## src/rtl/nes_pad_pkg.sv

```systemverilog
`default_nettype none
// ============================================================================
// nes_pad_pkg : shared button indices, state encoding and sizing constants
// Rev 1.0
// ============================================================================
package nes_pad_pkg;

  localparam int NUM_BUTTONS = 8;

  localparam int BTN_A      = 0;
  localparam int BTN_B      = 1;
  localparam int BTN_SELECT = 2;
  localparam int BTN_START  = 3;
  localparam int BTN_UP     = 4;
  localparam int BTN_DOWN   = 5;
  localparam int BTN_LEFT   = 6;
  localparam int BTN_RIGHT  = 7;

  typedef enum logic [2:0] {
    IDLE  = 3'd0,
    LATCH = 3'd1,
    LOW   = 3'd2,
    HIGH  = 3'd3,
    DONE  = 3'd4
  } pad_state_e;

endpackage
`default_nettype wire

```

## src/rtl/sync_2ff.sv

```systemverilog
`default_nettype none
// ============================================================================
// sync_2ff : single-bit two-flop synchronizer with configurable reset value
// Rev 1.0
// ============================================================================
module sync_2ff #(
  parameter logic RESET_VAL = 1'b1
) (
  input  logic clk,
  input  logic rst,
  input  logic i_async,
  output logic o_sync
);

  logic r_meta;
  logic r_sync;

  always_ff @(posedge clk or posedge rst) begin
    if (rst) begin
      r_meta <= RESET_VAL;
      r_sync <= RESET_VAL;
    end else begin
      r_meta <= i_async;
      r_sync <= r_meta;
    end
  end

  assign o_sync = r_sync;

endmodule
`default_nettype wire

```

## src/rtl/nes_pad_reader.sv

```systemverilog
`default_nettype none
// ============================================================================
// nes_pad_reader : polls an NES pad (latch + 8 clocked bits), publishes buttons
// Rev 1.0
// ============================================================================
module nes_pad_reader
  import nes_pad_pkg::*;
#(
  parameter int HALF_CYC = 300,
  parameter int POLL_CYC = 833333
) (
  input  logic                   clk,
  input  logic                   reset,
  input  logic                   poll_req,
  input  logic                   pad_data,
  output logic                   pad_latch,
  output logic                   pad_clk,
  output logic [NUM_BUTTONS-1:0] buttons,
  output logic                   valid,
  output logic                   busy
);

  localparam int PH_W   = $clog2(2 * HALF_CYC);
  localparam int POLL_W = (POLL_CYC > 1) ? $clog2(POLL_CYC) : 1;
  localparam int IDX_W  = $clog2(NUM_BUTTONS);

  localparam logic [PH_W-1:0]   c_LATCH_LAST = PH_W'(2 * HALF_CYC - 1);
  localparam logic [PH_W-1:0]   c_HALF_LAST  = PH_W'(HALF_CYC - 1);
  localparam logic [PH_W-1:0]   c_PH_ONE     = PH_W'(1);
  localparam logic [POLL_W-1:0] c_POLL_LAST  = POLL_W'(POLL_CYC - 1);
  localparam logic [POLL_W-1:0] c_POLL_ONE   = POLL_W'(1);
  localparam logic [IDX_W-1:0]  c_IDX_LAST   = IDX_W'(BTN_RIGHT);
  localparam logic [IDX_W-1:0]  c_IDX_ONE    = IDX_W'(1);

  pad_state_e             r_state;
  pad_state_e             w_state_nxt;
  logic [PH_W-1:0]        r_phase;
  logic [POLL_W-1:0]      r_poll_cnt;
  logic [IDX_W-1:0]       r_bit_idx;
  logic [NUM_BUTTONS-1:0] r_shift;
  logic [NUM_BUTTONS-1:0] w_shift_nxt;
  logic [NUM_BUTTONS-1:0] r_buttons;
  logic                   w_pad_sync;
  logic                   w_sample;
  logic                   w_phase_end;

  sync_2ff #(
    .RESET_VAL (1'b1)
  ) u_sync_data (
    .clk     (clk),
    .rst     (reset),
    .i_async (pad_data),
    .o_sync  (w_pad_sync)
  );

  assign w_phase_end = (r_phase == c_HALF_LAST);
  assign w_sample    = (r_state == LOW) && w_phase_end;

  always_comb begin
    w_state_nxt = r_state;
    case (r_state)
      IDLE:  if (poll_req || (r_poll_cnt == c_POLL_LAST)) w_state_nxt = LATCH;
      LATCH: if (r_phase == c_LATCH_LAST) w_state_nxt = LOW;
      LOW:   if (w_phase_end) w_state_nxt = (r_bit_idx == c_IDX_LAST) ? DONE : HIGH;
      HIGH:  if (w_phase_end) w_state_nxt = LOW;
      DONE:  w_state_nxt = IDLE;
      default: w_state_nxt = IDLE;
    endcase
  end

  // Pad drives active-low data; store it as active-high "pressed".
  always_comb begin
    w_shift_nxt            = r_shift;
    w_shift_nxt[r_bit_idx] = ~w_pad_sync;
  end

  always_ff @(posedge clk or posedge reset) begin
    if (reset) begin
      r_state    <= IDLE;
      r_phase    <= '0;
      r_poll_cnt <= '0;
      r_bit_idx  <= '0;
      r_shift    <= '0;
      r_buttons  <= '0;
    end else begin
      r_state <= w_state_nxt;

      if ((w_state_nxt != r_state) || (r_state == IDLE) || (r_state == DONE)) begin
        r_phase <= '0;
      end else begin
        r_phase <= r_phase + c_PH_ONE;
      end

      if ((r_state == IDLE) && (w_state_nxt == IDLE)) begin
        r_poll_cnt <= r_poll_cnt + c_POLL_ONE;
      end else begin
        r_poll_cnt <= '0;
      end

      if (r_state == LATCH) begin
        r_bit_idx <= '0;
      end else if ((r_state == HIGH) && w_phase_end) begin
        r_bit_idx <= r_bit_idx + c_IDX_ONE;
      end

      // The last sample publishes the whole frame at once, so buttons and valid align.
      if (w_sample) begin
        r_shift <= w_shift_nxt;
        if (r_bit_idx == c_IDX_LAST) begin
          r_buttons <= w_shift_nxt;
        end
      end
    end
  end

  assign pad_latch = (r_state == LATCH);
  assign pad_clk   = (r_state == HIGH);
  assign valid     = (r_state == DONE);
  assign busy      = (r_state != IDLE);
  assign buttons   = r_buttons;

endmodule
`default_nettype wire

```

## config.mk

```make
export PLATFORM = sky130hd
export DESIGN_NAME = nes_pad_reader
export DESIGN_NICKNAME = d
export VERILOG_FILES = /design/src/rtl/nes_pad_pkg.sv /design/src/rtl/sync_2ff.sv /design/src/rtl/nes_pad_reader.sv
export SDC_FILE = /design/constraint.sdc
export NUM_CORES = 1
export LEC_CHECK = 0
export ABC_AREA = 1
export CAP_MARGIN = 25
export CELL_PAD_IN_SITES_DETAIL_PLACEMENT = 1
export CELL_PAD_IN_SITES_GLOBAL_PLACEMENT = 2
export CORE_AREA = 5 5 94 96
export CTS_CLUSTER_SIZE = 16
export DETAILED_ROUTE_END_ITERATION = 7
export DIE_AREA = 0 0 99 101
export HOLD_SLACK_MARGIN = 0.1
export PLACE_DENSITY = 0.88
export SYNTH_ARGS = -nofsm -noshare
export SYNTH_HDL_FRONTEND = slang
export SYNTH_HIERARCHICAL = 1
export SYNTH_SLANG_ARGS = --single-unit
```

## constraint.sdc

```tcl
create_clock -name clk -period 2.2 [get_ports clk]
set_clock_uncertainty 0.15 [all_clocks]
set_input_delay 0.44 -clock clk [delete_from_list [all_inputs] [get_ports clk]]
set_output_delay 0.44 -clock clk [all_outputs]
set_load 0.05 [all_outputs]
```

==> impl_metrics.env <==
export IMPL_p_comb_share_pct=1.8
export IMPL_slowest_delay_ps=820
export IMPL_fmaxAchievable_mhz=476
export IMPL_ios=16
export IMPL_path_cells="clkdlybuf4s50_1"
export IMPL_synth_edff_count=0
export IMPL_start_util_pct=34.3
export IMPL_num_rows=33
export IMPL_routedWlPerCell_microns=13.3
export IMPL_min_path_type="reg -> reg"
export IMPL_die_x_microns=99
export IMPL_clockBufferDepth=2
export IMPL_setup_viol=0
export IMPL_root_buffer="clkbuf_8"
export IMPL_syn_inst=339
export IMPL_crit_fanout=2
export IMPL_critPathSlowestCell="clkdlybuf4s50_1"
export IMPL_ys_flop_type="dfrtp_1"
export IMPL_hpwl_microns=4640
export IMPL_drc_errors=0
export IMPL_die_y_microns=101
export IMPL_yosysWarnings=6
export IMPL_tns_ps=0
export IMPL_p_int_mw=1.35
export IMPL_cp_end_kind="primary output"
export IMPL_rsz0062_at_grt="no"
export IMPL_finalNetCount=377
export IMPL_syn_num_nets=348
export IMPL_viasPerCell=4.69
export IMPL_worstMarginPinSlew_ps=505
export IMPL_grt_pass1_vias=2422
export IMPL_p_seq_share_pct=59.1
export IMPL_slew_headroom_pct=66.2
export IMPL_drt_pass1_iter_count=4
export IMPL_htree_num_levels=2
export IMPL_netlist_top_cell_by_area="dfrtp_1"
export IMPL_area_growth_pct=17.8
export IMPL_p_switching_mw=0.341
export IMPL_maxSlewViolCount=0
export IMPL_drive_gt1_share_pct=9.49
export IMPL_syn_area_sq_um=2740
export IMPL_avgSynthCellArea_sq_um=8.07
export IMPL_grt_max_degree=53
export IMPL_cts_buffers=5
export IMPL_crit_buf_inv=1
export IMPL_synth_area_top_cells="dfrtp_1 48%, nand2_1 12%, nor2_1 7.5%"
export IMPL_antenna_found_initial=0
export IMPL_status="finished clean"
export IMPL_clkTransAtPathRegs_ps=90
export IMPL_track_usage_pct=13.7
export IMPL_grt_overflow=0
export IMPL_layout_common_cells="85 x nand2_1, 53 x nor2_1, 52 x dfrtp_1"
export IMPL_leakage_nw=1.49
export IMPL_drtAntennaViolNets=0
export IMPL_clkPwrFrac_pct=39.1
export IMPL_final_common_cell="nand2_1"
export IMPL_finalCriticalPeriod_ps=2100
export IMPL_port_buffers=15
export IMPL_worst_setup_path_type="reg -> out"
export IMPL_total_power_mw=1.69
export IMPL_clock_sinks=54
export IMPL_critPathLaunchType="register"
export IMPL_powerDensity_nw_per_um2=523
export IMPL_yosysSeqAreaShare_pct=49.5
export IMPL_wl_microns=6310
export IMPL_gp_congestion=0.784
export IMPL_synth_async_reset_ratio_pct=100
export IMPL_sw_frac_of_total_pct=20.2
export IMPL_vias=2224
export IMPL_maxCapViolations=0
export IMPL_core_area_sq_um=7970
export IMPL_yosysTopAreaCellShare_pct=47.6
export IMPL_crit_arrival_ps=1510
export IMPL_drtIter0Drc=52
export IMPL_grt_pass1_wl_microns=11300
export IMPL_clk_latency_ps=310
export IMPL_fillCellCount=973
export IMPL_hold_violations=0
export IMPL_synth_cell_types=22
export IMPL_min_period_over_period_pct=95.4
export IMPL_post_cts_buffers=0
export IMPL_antenna_cells=0
export IMPL_path_delay_family="buffers and inverters"
export IMPL_cp_required_ps=1610
export IMPL_yosys_register_bits=54
export IMPL_tritoncts="built"
export IMPL_fp_dieArea_sq_um=10000
export IMPL_vdd_drop_max_mv=0.197
## metrics by stage
step | setup slack, ps | cells | utilization [%] | area [sq um] | hold slack, ps
after floorplan | 69.1 | 339 | - | 2740 | 195
after global placement | 302 | 465 | 38.9 | 3100 | 197
after detailed placement | 218 | 465 | 38.9 | 3100 | 205
after CTS | 69.8 | 473 | 40.3 | 3210 | 220
after global routing | 8.71 | 474 | 40.4 | 3220 | 226
final | 101 | 474 | 40.4 | 3220 | 217
## state kept, by name, indices dropped and copies added (netlist names)
| name | count |
|---|---|
| buttons | 8 |
| r_bit_idx | 3 |
| r_phase | 10 |
| r_poll_cnt | 20 |
| r_shift | 8 |
| r_state | 3 |
| u_sync_data/o_sync | 1 |
| u_sync_data/r_meta | 1 |
## power groups by stage
stage	registers (mW)	clock network (mW)	logic [mW]
2_1_floorplan	1.02	0	0.0158
3_3_place_gp	1.02	0	0.0322
3_5_place_dp	1.02	0	0.0330
4_1_cts	0.998	0.690	0.0329
5_1_grt	0.998	0.737	0.0362
6_report	0.997	0.659	0.0304
## per-layer routing
metal	GRT usage, %	routed length, microns	vias up
met2	24.5	3150	31
met1	17.3	2880	1058
met3	2.28	196	7
li1	-	-	1128
met5	0	0	-
met4	3.47	73	0
## what timing repair did
item | in CTS | in global routing
gates resized for setup | 0 | 4
hold buffers | 0 | 0
endpoints found under the setup margin | 0 | 4
## worst paths after layout
check,startpoint,end,slack [ps],cells after the start
worst max-delay path,buttons[6],buttons[6],100,1
max in group asynchronous,reset,r_state[0],1290,3
worst min register to register,u_sync_data/r_meta,u_sync_data/o_sync,220,0
worst min-delay path,u_sync_data/r_meta,u_sync_data/o_sync,220,0
min in group asynchronous,reset,u_sync_data/o_sync,350,2
worst max register to register,r_phase[0],r_phase[0],250,11
## kinds of logic after synthesis
group                    synth area share (%)
AO/OA/AOI/OAI                            4.57
XOR/XNOR                                 6.40
adder cells (fa/ha/maj)                  2.29
buffers and inverters                    6.08
flip-flops                               49.5
AND/OR/NAND/NOR                          31.2
## layout make-up
type / instances / area [sq um] / share of cell area (%)
timing repair buffer: 23 / 250 / 7.76
clock buffer: 7 / 76.3 / 2.37
clock inverter: 1 / 30.0 / 0.932
sequential: 54 / 1350 / 42.0
inverter: 40 / 150 / 4.66
tap: 105 / 131 / 4.08
multi-input combinational: 244 / 1230 / 38.2
## synth_stat cells, drive strengths merged (3+ instances only)
| master | n |
|---|---|
| nand4 | 9 |
| nor2 | 58 |
| a21oi | 3 |
| o21ai | 22 |
| ha | 5 |
| nand2 | 86 |
| nand3b | 4 |
| xor2 | 14 |
| inv | 40 |
| dfrtp | 52 |
| xnor2 | 6 |
| nor3 | 4 |
| nand3 | 26 |
| nor3b | 3 |
Note: power is estimated with default switching activity, not from simulation.
